--- src/rtl/mem_editor_ctrl.sv ---
// mem_editor_ctrl - front-panel memory editor for the CDEC board.
// Turns debounced key levels plus the slide switches into address-set,
// write, increment and decrement operations on the 256x8 program memory,
// and captures the read-back byte for the 7-segment display.
//
// Ports:
//   clock, reset    rising-edge clock, synchronous active-high reset
//   mode_edit       1 = editor owns memory, 0 = CPU run mode
//   key_adrs/write/inc/dec  debounced key levels, 1 = pressed
//   sw[7:0]         switch value
//   mem_rdata[7:0]  memory read data, one cycle after mem_adrs
//   mem_adrs[7:0]   current edit address (registered)
//   mem_wdata[7:0]  write data (registered)
//   mem_we          one-cycle write strobe (registered)
//   disp_data[7:0]  byte read back from mem_adrs (registered)
//   busy            high while the FSM is not idle
module mem_editor_ctrl (
  input  logic       clock,
  input  logic       reset,
  input  logic       mode_edit,
  input  logic       key_adrs,
  input  logic       key_write,
  input  logic       key_inc,
  input  logic       key_dec,
  input  logic [7:0] sw,
  input  logic [7:0] mem_rdata,
  output logic [7:0] mem_adrs,
  output logic [7:0] mem_wdata,
  output logic       mem_we,
  output logic [7:0] disp_data,
  output logic       busy
);

  typedef enum logic [1:0] {IDLE, WRITE, READ, CAPTURE} state_t;

  state_t     state_q, state_d;
  logic [7:0] adrs_q, adrs_d;
  logic [7:0] wdata_q, wdata_d;
  logic       we_q, we_d;
  logic [7:0] disp_q, disp_d;
  logic       mode_q, mode_d;

  // Key bits: [0]=adrs [1]=write [2]=inc [3]=dec
  logic [3:0] keys;
  logic [3:0] sync1_q, sync2_q, hist_q;
  logic [3:0] evt;

  assign keys = {key_dec, key_inc, key_write, key_adrs};
  // Rising edge only; flops reset to 1 so a key held through reset is ignored.
  assign evt  = sync2_q & ~hist_q;

  always_ff @(posedge clock) begin
    if (reset) begin
      sync1_q <= 4'hF;
      sync2_q <= 4'hF;
      hist_q  <= 4'hF;
    end else begin
      sync1_q <= keys;
      sync2_q <= sync1_q;
      hist_q  <= sync2_q;
    end
  end

  always_ff @(posedge clock) begin
    if (reset) begin
      state_q <= IDLE;
      adrs_q  <= 8'h00;
      wdata_q <= 8'h00;
      we_q    <= 1'b0;
      disp_q  <= 8'h00;
      mode_q  <= 1'b1;
    end else begin
      state_q <= state_d;
      adrs_q  <= adrs_d;
      wdata_q <= wdata_d;
      we_q    <= we_d;
      disp_q  <= disp_d;
      mode_q  <= mode_d;
    end
  end

  always_comb begin
    state_d = state_q;
    adrs_d  = adrs_q;
    wdata_d = wdata_q;
    we_d    = 1'b0;
    disp_d  = disp_q;
    mode_d  = mode_q;
    case (state_q)
      IDLE: begin
        // mode history only tracks in IDLE, so a rise during an operation
        // still triggers a refresh once the FSM returns here.
        mode_d = mode_edit;
        if (mode_edit) begin
          if (evt[0]) begin
            adrs_d  = sw;
            state_d = READ;
          end else if (evt[1]) begin
            wdata_d = sw;
            we_d    = 1'b1;
            state_d = WRITE;
          end else if (evt[2]) begin
            adrs_d  = adrs_q + 8'd1;
            state_d = READ;
          end else if (evt[3]) begin
            adrs_d  = adrs_q - 8'd1;
            state_d = READ;
          end else if (!mode_q) begin
            state_d = READ;  // entering edit mode: refresh the display
          end
        end
      end
      WRITE: begin
        adrs_d  = adrs_q + 8'd1;
        state_d = READ;
      end
      READ:    state_d = CAPTURE;
      CAPTURE: begin
        disp_d  = mem_rdata;
        state_d = IDLE;
      end
      default: state_d = IDLE;
    endcase
  end

  assign mem_adrs  = adrs_q;
  assign mem_wdata = wdata_q;
  assign mem_we    = we_q;
  assign disp_data = disp_q;
  assign busy      = (state_q != IDLE);

endmodule

--- config.mk ---
export PLATFORM = sky130hd
export DESIGN_NAME = mem_editor_ctrl
export DESIGN_NICKNAME = d
export VERILOG_FILES = /design/src/rtl/mem_editor_ctrl.sv
export SDC_FILE = /design/constraint.sdc
export NUM_CORES = 1
export LEC_CHECK = 0
export ABC_AREA = 1
export CAP_MARGIN = 20
export CORE_ASPECT_RATIO = 1.5
export CORE_MARGIN = 2
export CORE_UTILIZATION = 48
export DETAILED_ROUTE_END_ITERATION = 7
export MAX_ROUTING_LAYER = met4
export PLACE_DENSITY = 0.81
export SETUP_SLACK_MARGIN = 0.2
export SLEW_MARGIN = 20
export SYNTH_ARGS = -nofsm -noshare
export SYNTH_HDL_FRONTEND = slang
export SYNTH_SLANG_ARGS = --single-unit
--- constraint.sdc ---
create_clock -name clock -period 2.05 [get_ports clock]
set_input_delay 0.205 -clock clock [delete_from_list [all_inputs] [get_ports clock]]
set_output_delay 0.205 -clock clock [all_outputs]
set_load 0.02 [all_outputs]
* Word level (Yosys, flattened, before mapping) *
Index checks and enable logic that the tools add are counted.

operators by class
  $add $sub $neg = 2
  $mul = 0
  divide/modulo/power cells = 0
  $lt $le $gt $ge = 0
  eq/ne operators = 7
  shift-type cells = 0
  muxes and demuxes = 14
  bitwise gates (word level) = 5
  reduce and logical (&&, ||, !) cells = 7

operator list
  kind                 number
  $mux 8               5
  $pmux 8 s2           1
  $mux 2               6
  $add 8x1->8 const B  1
  $pmux 2 s4           1
  $reduce_and 4->1     2
  $sub 8x1->8 const B  1
  $ne 6x6->1 const B   1
  $and 4x4->4          1
  $eq 2x2->1 const B   2
  $ne 4x4->1 const B   1
  $not 4->4            1
  $reduce_bool 2->1    2
  $reduce_or 4->1      1
  $ne 3x3->1 const B   1
  $not 1->1            3
  $eq 2x1->1 const B   1
  $logic_not 2->1      1
  $ne 2x2->1 const B   1
  $reduce_and 2->1     1
  $mux 1               1

storage, ports and cells
  register bits = 40
  latch bits = 0
  memory bits (writable) = 0
  ROM bits = 0
  input port bits = 23
  output and inout bits = 26
  word-level logic and storage cells = 44
  memories kept = 0

* Longest topological paths before layout *
  word-level depth = 8
  gate-level depth with buffers = 11
  depth with buffers taken out = 10

* Worst setup path after synthesis *
OpenSTA, ideal clock, no wires.

  kind = register to register
  start = register state_q[0]
  end = register adrs_q[4], in the netlist mem_adrs[4]
  library setup time = 0.117 ns
  data arrival time = 1.482 ns
  required time = 1.933 ns
  setup slack = 0.451 ns
  cell stages (with the launch flop) = 12
  buffers on the path = 1
  period minus slack after synthesis = 1.599 ns
  cell sequence = dfxtp_1 > inv_1 > ha_1 > inv_2 > nor2_2 > nor2_1 > nand2_1 > nor2_2 > buf_4 > o31ai_1 > nor2_1 > nor2_1

between the ends
  word-level cells in the longest chain between the ends = 3
  elaborated cells between the ends (all ways) = 8
  classes of those cells = eq/ne: 4; mux: 1; reduce/logical: 3

RTL lines
  element                                                    RTL line  text
  start: declaration                                         36        state_t state_q, state_d;
  start signal: assignment                                   73        state_q <= state_d;
  $logic_not 2->1 or $eq 2x1->1 (tied branches)              89        case (state_q)
  $ne 4x4->1 (no source line), or another cell as far along  n/a
  $reduce_and 4->1 (no source line)                          n/a
  end signal: assignment                                     74        adrs_q <= adrs_d;
  end: declaration                                           37        logic [7:0] adrs_q, adrs_d;

Parallel ways exist; a longest one is shown, timed or not.
A chain may end at the register's enable or synchronous reset.

* Worst setup path after layout *
  start = register state_q[1]
  end = register adrs_q[5], in the netlist mem_adrs[5]

Same word-level chain as after synthesis.

==> summary.txt <==
STA
  – Setup TNS: 0 ps
  – Hold Vio Cnt, Final: 0
  – Period utilization: 0.828
  – Final setup fails: 0
  – Slew headroom: 0.745
  – Worst-margin pin slew: 380 ps
  – Fmax: 589 MHz
  – Clk_skew: 8.33 ps
  – RSZ-0062 raised after global routing: false
  – Pins Over Slew Limit: 0
  – Final worst path period need: 1700 ps

Worst setup path
  – Critical Path AT: 1930 ps
  – Critical path's top delay family: simple AND/OR/NAND/NOR gates
  – Critical path type: reg2reg
  – CP required: 2280 ps
  – Crit-path cells: inv_1 > ha_1 > inv_1 > nand3_1 > nor2_1 > nor3_1 > nand3_1 > a21oi_1
  – Worst Path Max Fanout: 6
  – CP peak stage delay: 340 ps
  – Sum of buffers and inverters on the critical path: 2
  – Crit-path slowest cell: dfxtp_2
  – Reg2Reg Setup Slack: 350 ps
  – CP Launch Type: register
  – Worst setup EP type: register

Synth
  – Leading area contributor after synthesis: dfxtp_1
  – Post-Synthesis Cell Area: 0.00191 mm²
  – Netlist cell types: 26
  – Most common cell in the netlist: nor2_1
  – Count of flip-flops with a built-in enable after synthesis: 0
  – Instance count of the mapped netlist: 272
  – Ranking of synthesized cells by area: dfxtp_1 42%, nor2_1 12%, o21ai_0 8.9%, nand2_1 6.7%, inv_1 6.5%
  – Mapped Avg Cell Area: 7.01 µm²
  – Synth warnings: 0
  – Synthesized net count: 302
  – Top cell type's share of synthesized area: 0.420
  – Seq cells post-synth: 40
  – Sequential share of the synthesized area: 0.420
  – Synth top cells by count: 59 x nor2_1, 40 x dfxtp_1, 34 x nand2_1, 34 x o21ai_0, 33 x inv_1
  – Asr flop ratio synth: 0
  – Most common flop cell mapped by yosys: dfxtp_1

Global routing
  – Initial antenna violation count: 0
  – Vias in the first global route: 1807
  – Largest net degree at the start of global routing: 19
  – Global Route Usage Sum: 0.219
  – Global-route wire length before repair: 7580 µm
  – Grt total ovfl: 0

Die
  – Initial Util: 0.490
  – # rows: 28
  – Core Area: 0.00389 mm²
  – Die Y-Extent: 81.2 µm
  – I/O pin total: 49
  – Die width: 55.5 µm
  – Die area: 0.00450 mm²

Clock tree
  – Clock latency on the worst-skew pair: 300 ps
  – Root buf cell: clkbuf_8
  – TritonCTS clock tree: done
  – Clk sink count: 40
  – Clk slew on worst S/H paths: 80 ps
  – Cts bufs inserted: 5
  – CTS max path bufs: 2
  – Post-CTS Hold Fix Bufs: 0
  – H-tree depth: 2

Placed design
  – Placer congestion estimate: 0.877
  – Placed insts: 362
  – DP HPWL: 3360 µm
  – Port Buffers: 48
  – Placed Area: 0.00244 mm²

Layout
  – Final #Nets: 355
  – Fin area: 0.00255 mm²
  – Area Growth Syn to Fin: 33.7%
  – Final cell count without fillers: 371
  – Share of cells above drive strength 1: 0.0890
  – Inserted Diodes: 0

Routing
  – Antenna viol nets, final: 0
  – Vias per cell: 5.07
  – Met3 WL: 201 µm
  – Vias: 1882
  – Detailed Route Iter0 Violations: 50
  – WL final: 4500 µm
  – 1st-pass router iterations: 4
  – Wire length on met2: 2400 µm
  – Final routed DRC violation total: 0
  – Max layer used: met4
  – Metal1 wirelength: 1750 µm
  – WL/cell: 12.1 µm

Power and ir drop
  – Leakage: 1.16 nW
  – Maximum vdd drop: 0.807 mV
  – Total power: 0.00315 W
  – Cell Pwr Density: 1230 mW/mm²

Job
  – Max cap viols: 0

Status
  – Status: complete, no violations

Worst hold path
  – Worst hold path type: reg2reg
-- cell usage in the layout, fill, tap and decap left out, types with 2 or more instances in the layout --
cell / instances
nor2_1: 59
clkdlybuf4s50_1: 47
dfxtp_1: 38
nand2_1: 34
o21ai_0: 34
inv_1: 33
nand3_1: 20
a21oi_1: 12
or2_2: 11
ha_1: 7
clkbuf_8: 5
buf_4: 3
nor2_4: 2
nand4_1: 2
o211ai_1: 2
clkbuf_1: 2
dfxtp_2: 2
-- layer usage --
layer  track usage  vias up
li1              -      967
met1         0.216      837
met2         0.392       63
met3        0.0525       15
met4         0.124        0
met5             -        -
-- power breakdown --
group	internal [W]	switching [W]	total (W)
Clock	0.000243	0.000268	0.000511
Sequential	0.000908	0.000142	0.00105
Combinational	0.000665	0.000921	0.00159
Total	0.00182	0.00133	0.00315
-- metrics by stage --
step	hold WS [ps]	util	setup slack [ps]
floorplan	309	-	451
global route	431	0.655	213
global placement	394	0.627	320
detailed placement	393	0.627	218
finish	409	0.655	352
CTS	411	0.648	209
-- final cells by class --
class                      count  area, µm²
clock buffer                   7       76.3
clock inverter                 1       8.76
fill                         333       1340
inverter                      34        128
multi-input combinational    192        955
sequential                    40        803
tap                           45       56.3
timing repair buffer          52        522
-- sequential cells by signal (all words and copies together) (netlist names) --
name       flops
disp_data      8
mem_adrs       8
mem_wdata      8
hist_q         4
sync1_q        4
sync2_q        4
state_q        2
mem_we         1
mode_q         1
-- timing repair --
| action | CTS | global route |
|---|---|---|
| buffers inserted | 0 | 1 |
| gates cloned | 0 | 0 |
| resized for setup | 1 | 3 |
| endpoints found under the setup margin | 1 | 8 |
| pin swaps | 0 | 1 |
-- cells by family (layout without fill, tap and decap cells) --
group | Yosys count | in the layout | synth area share
adders and majority gates | 7 | 7 | 0.0459
AOI/OAI and AO/OA | 51 | 51 | 0.142
buffers and inverters | 40 | 94 | 0.0820
and+or+nand+nor | 132 | 132 | 0.301
xor gates and xnor gates | 2 | 2 | 0.00919
DFF | 40 | 40 | 0.420
-- path summary, 6_finish.rpt --
check | start | end | cells past startpoint
hold / removal | sync1_q[2] | sync2_q[2] | 1
setup / recovery | state_q[1] | mem_adrs[5] | 8
hold reg to reg | sync1_q[2] | sync2_q[2] | 1
setup reg to reg | state_q[1] | mem_adrs[5] | 8
Power figures use the tool's default switching activity.
==> variant 1, RTL diff (same settings) <==
`adrs_q` and `wdata_q` no longer have a reset.
--- a/src/rtl/mem_editor_ctrl.sv
+++ b/src/rtl/mem_editor_ctrl.sv
@@ -66,4 +66,2 @@
       state_q <= IDLE;
-      adrs_q  <= 8'h00;
-      wdata_q <= 8'h00;
       we_q    <= 1'b0;
@@ -73,4 +71,2 @@
       state_q <= state_d;
-      adrs_q  <= adrs_d;
-      wdata_q <= wdata_d;
       we_q    <= we_d;
@@ -79,2 +75,7 @@
     end
+  end
+
+  always_ff @(posedge clock) begin
+    adrs_q  <= adrs_d;
+    wdata_q <= wdata_d;
   end
Function: differs if reset is asserted again (counterexample within 10 cycles, from zero or initial values and one cycle with reset high); with reset held inactive, the same outputs for 10 cycles.
==> variant 1 against the original RTL <==
- die area down 1.5%
- clock power up 20%
- cell area down 1.1%
- combinational power down 10%
- sequential cell count unchanged
- setup slack worse by 38 ps
- maximum frequency down 2.2%
- first-iteration DRC count down 34%
- total power up 4.5%
- area after synthesis down 1.6%
- routed wire length down 9.0%
- non-clock buffer count down 2
- global-route usage down 0.29 points
==> variant 1: results (changes against the original RTL) <==
first drt pass iteration count - 4 (unchanged)
# fillers - 300 (was 333)
Cell variety after synth - 26 (unchanged)
Clock Path Buffers - 2 (unchanged)
post-synthesis sequential area ratio - 0.512 (was 0.420)
ys async rst share - 0 (unchanged)
largest net degree at the start of global routing - 15 (was 19)
DR DRC count - 0 (unchanged)
first-pass GRT wire length - 6550 um (was 7580 um)
initial antenna violation count - 0 (unchanged)
worst reg2reg path depth - 7 (was 8)
leakage power - 1.10 nW (was 1.16 nW)
vias in the first global route - 1585 (was 1807)
Via-to-Cell Ratio - 4.95 (was 5.07)
Worst-path clk slew - 80 ps (about the same)
placed inst area - 2410 um^2 (was 2440 um^2)
number of synthesized flops with an enable pin - 16 (was 0)
path category of the worst min-delay check - reg2reg (unchanged)
DRT iter0 DRCs - 33 (was 50)
H-tree depth - 2 (unchanged)
Crit. Startpoint - mem_adrs[2] (was state_q[1])
met1 GRT Util - 0.202 (was 0.216)
TritonCTS Buffers - 5 (unchanged)
Reg-to-Reg End - mem_adrs[7] (was mem_adrs[5])
HPWL Detailed - 3080 um (was 3360 um)
Yosys Warn Count - 0 (unchanged)
# diodes - 0 (unchanged)
crit path capture - mem_adrs[2] (was mem_adrs[5])
Max Fanout on Critical Path - 9 (was 6)
final net count - 305 (was 355)
maximum vdd ir drop - 0.000851 V (was 0.000807 V)
routing usage on met2 - 0.390 (was 0.392)
Slowest cell on crit path - clkdlybuf4s50_1 (was dfxtp_2)
crit-path leading delay family - buffers and inverters (was simple AND/OR/NAND/NOR gates)
hold endpoint - sync2_q[3] (was sync2_q[2])
Synth top cells by count - nor2_1, nand2_1, inv_1 (was nor2_1, dfxtp_1, nand2_1, o21ai_0, inv_1)
GP Congestion - 0.816 (was 0.877)
Setup Skew - 6.10 ps (was 8.33 ps)
top cells by area, synth - dfxtp_1, edfxtp_1, nor2_1 (was dfxtp_1, nor2_1, o21ai_0)
status - finished, final reports clean (unchanged)
worst r2r src - state_q[1] (unchanged)
Worst slew margin - 0.764 (was 0.745)
syn nets - 251 (was 302)
Slowest Stage Delay on Critical Path - 670 ps (was 340 ps)
GR Layer Usage met3 - 0.0446 (was 0.0525)
fraction of layout cells with a size suffix above 1 - 0.145 (was 0.0890)
Reg2Reg Setup Slack - 360 ps
hold path start - sync1_q[3] (was sync1_q[2])
All-Layer GR Usage - 0.216 (was 0.219)
port buffer count - 48 (unchanged)
drt total wl - 4090 um (was 4500 um)
worst hold path cell count - 1 (unchanged)
## variant 1: changes by cell type in the layout (fill, tap and decap cells not counted), sizes merged, moves of 4 or more
cell / delta
edfxtp: +16
o21ai: -16
dfxtp: -16
or2: +4
nor2: -20
a21oi: -7
inv: -4
## variant 1: timing repair
action,in CTS,in global routing
resized for setup,1,1
endpoints found under the setup margin,1,8
pin swaps,0,0
## variant 1: where the power goes
| part | internal [mW] | switching [mW] | leakage [nW] |
|---|---|---|---|
| logic | 0.603 | 0.825 | 0.703 |
| registers | 1.05 | 0.200 | 0.343 |
| clock network | 0.318 | 0.293 | 0.0530 |
## variant 1: per-stage QoR
stage / setup WS, ps / instances / util / hold slack, ps
after floorplan: 203 / 221 / - / 304
after global placement: 392 / 311 / 0.649 / 391
after detailed placement: 323 / 311 / 0.649 / 400
after CTS: 308 / 319 / 0.678 / 421
after global routing: 235 / 319 / 0.678 / 443
final: 314 / 319 / 0.678 / 421
## variant 1: routing by layer
metal / up-vias / wire length, um
met5: - / 0
met4: 0 / 132
met3: 10 / 196
met2: 52 / 2250
met1: 708 / 1510
li1: 809 / -
## variant 1: logic make-up after synthesis
logic type	Yosys count	share of synthesized area
xor gates and xnor gates	4	0.0187
DFF	40	0.512
and+or+nand+nor	111	0.276
adders and majority gates	7	0.0467
buffers and inverters	32	0.0680
AOI/OAI and AO/OA	27	0.0787
## variant 1: cell type report
class                      instances  area, um^2  area share
clock buffer                       6        93.8      0.0372
tap                               43        53.8      0.0213
inverter                          29         109      0.0432
sequential                        40         961       0.381
multi-input combinational        149         793       0.315
clock inverter                     2        16.3     0.00645
timing repair buffer              50         494       0.196
==> variant 2, RTL diff (same settings) <==
Without the edit above. Register the input `key_write` before use, with the module's reset. The logic sees it one clock later. The other inputs are not delayed to match.
--- a/src/rtl/mem_editor_ctrl.sv
+++ b/src/rtl/mem_editor_ctrl.sv
@@ -35,2 +35,12 @@
 
+  logic key_write_q;
+
+  always_ff @(posedge clock) begin
+    if (reset) begin
+      key_write_q <= '0;
+    end else begin
+      key_write_q <= key_write;
+    end
+  end
+
   state_t     state_q, state_d;
@@ -47,3 +57,3 @@
 
-  assign keys = {key_dec, key_inc, key_write, key_adrs};
+  assign keys = {key_dec, key_inc, key_write_q, key_adrs};
   // Rising edge only; flops reset to 1 so a key held through reset is ignored.
Check against the original RTL: not equivalent (Yosys sat finds a counterexample within 10 cycles, from zero or initial values and one cycle with reset high).
==> variant 2 against the original RTL <==
- maximum frequency down 1.6%
- total power up 1.5%
- sequential share of layout area down 1.0 points
- sequential cell count up 1
- cell area up 5.8%
- area after synthesis up 4.7%
- die area up 4.4%
- global-route usage up 1.0 points
- routed wire length up 8.4%
- setup slack worse by 28 ps
- largest cell class unchanged
- largest power group unchanged
==> variant 2: results (changes against the original RTL) <==
met3 WL - 218 um (was 201 um)
Yosys Warn Count - 0 (unchanged)
ys async rst share - 0 (unchanged)
Clock Latency Late Sink - 300 ps (about the same)
first-pass GRT wire length - 8360 um (was 7580 um)
H-tree depth - 2 (unchanged)
TritonCTS Buffers - 5 (unchanged)
fraction of layout cells with a size suffix above 1 - 0.126 (was 0.0890)
cell internal pwr - 1.97 mW (was 1.82 mW)
Synth top cells by count - nor2_1, nand2_1, dfxtp_1 (was nor2_1, dfxtp_1, nand2_1, o21ai_0, inv_1)
post-synthesis sequential area ratio - 0.411 (was 0.420)
met2 WL - 2610 um (was 2400 um)
Cell variety after synth - 25 (was 26)
top cells by area, synth - dfxtp_1, nor2_1, o21ai_0 (unchanged)
HPWL Detailed - 3620 um (was 3360 um)
Max Fanout on Critical Path - 13 (was 6)
final net count - 369 (was 355)
initial antenna violation count - 0 (unchanged)
Worst Path Arrival - 1970 ps (was 1930 ps)
path category of the worst min-delay check - reg2reg (unchanged)
number of synthesized flops with an enable pin - 0 (unchanged)
drt total wl - 4880 um (was 4500 um)
DRT iter0 DRCs - 98 (was 50)
syn nets - 313 (was 302)
Via-to-Cell Ratio - 5.18 (was 5.07)
GP Congestion - 0.961 (was 0.877)
leakage power - 1.23 nW (was 1.16 nW)
Root Driver - clkbuf_8 (unchanged)
largest net degree at the start of global routing - 22 (was 19)
Worst-path clk slew - 80 ps (about the same)
first drt pass iteration count - 5 (was 4)
vias in the first global route - 1882 (was 1807)
Setup Skew - 6.35 ps (was 8.33 ps)
# diodes - 0 (unchanged)
maximum vdd ir drop - 0.000814 V (was 0.000807 V)
status - finished, final reports clean (unchanged)
grt total ovfl - 0 (unchanged)
port buffer count - 48 (unchanged)
worst slew pin tran - 352 ps (was 380 ps)
worst slack at placement - 198 ps (was 218 ps)
Clock Path Buffers - 2 (unchanged)
highest metal used - met4 (unchanged)
Post-synth top flop - dfxtp_1 (unchanged)
All-Layer GR Usage - 0.229 (was 0.219)
M1 WL - 1930 um (was 1750 um)
variant 2: final cells by class:
type                            instances  area, um^2
Sequential cell                        41         822
Tap cell                               45        56.3
Inverter                               38         143
Clock buffer                            5        68.8
Multi-Input combinational cell        199        1010
Fill cell                             338        1260
Clock inverter                          3        65.1
Timing Repair Buffer                   54         537
variant 2: critical path: stages, from the launching register on:
cell,delay [ps]
dfxtp_1,390
inv_1,100
ha_1,260
inv_2,110
nor2_2,60
a21oi_2,110
nand2_1,100
nor2_4,130
buf_12,140
buf_4,120
o21ai_2,40
nor2_1,100
variant 2: per-stage QoR:
stage                     power [mW]  instance area, um^2  cells
after CTS                       3.19                 2700    385
after global placement          2.35                 2540    375
after detailed placement        2.37                 2540    375
after global routing            3.43                 2700    385
final                           3.19                 2700    385
after floorplan                 1.96                 2000    283
variant 2: what timing repair did:
item                                    4_1_cts  5_1_grt
resized for setup                             1        1
setup buffers                                 2        0
pin swaps                                     1        0
endpoints found under the setup margin        3        2
variant 2: metal layers:
layer,GRT usage,up-vias
li1,-,1003
met1,0.238,919
met2,0.403,60
met3,0.0467,11
met4,0.106,0
met5,-,-
variant 2: kinds of logic (layout without fill, tap and decap cells):
logic type | Yosys count | after routing | synth area share
AOI/OAI and AO/OA | 51 | 51 | 0.144
DFF | 41 | 41 | 0.411
adders and majority gates | 7 | 7 | 0.0439
and+or+nand+nor | 141 | 141 | 0.316
buffers and inverters | 43 | 100 | 0.0852
variant 2: power by group through the flow:
stage / Sequential [mW] / Combinational, mW / Clock, mW
floorplan: 1.12 / 0.834 / 0
global placement: 1.06 / 1.29 / 0
detailed placement: 1.06 / 1.31 / 0
CTS: 1.05 / 1.37 / 0.767
global route: 1.07 / 1.54 / 0.818
finish: 1.06 / 1.37 / 0.765
variant 2: path summary, 6_finish.rpt:
path | slack, ps | start | cells past startpoint | endpoint
worst max-delay path | 320 | state_q[1] | 11 | mem_adrs[4]
worst max register to register | 320 | state_q[1] | 11 | mem_adrs[4]
worst min register to register | 410 | sync1_q[2] | 1 | sync2_q[2]
worst min-delay path | 410 | sync1_q[2] | 1 | sync2_q[2]
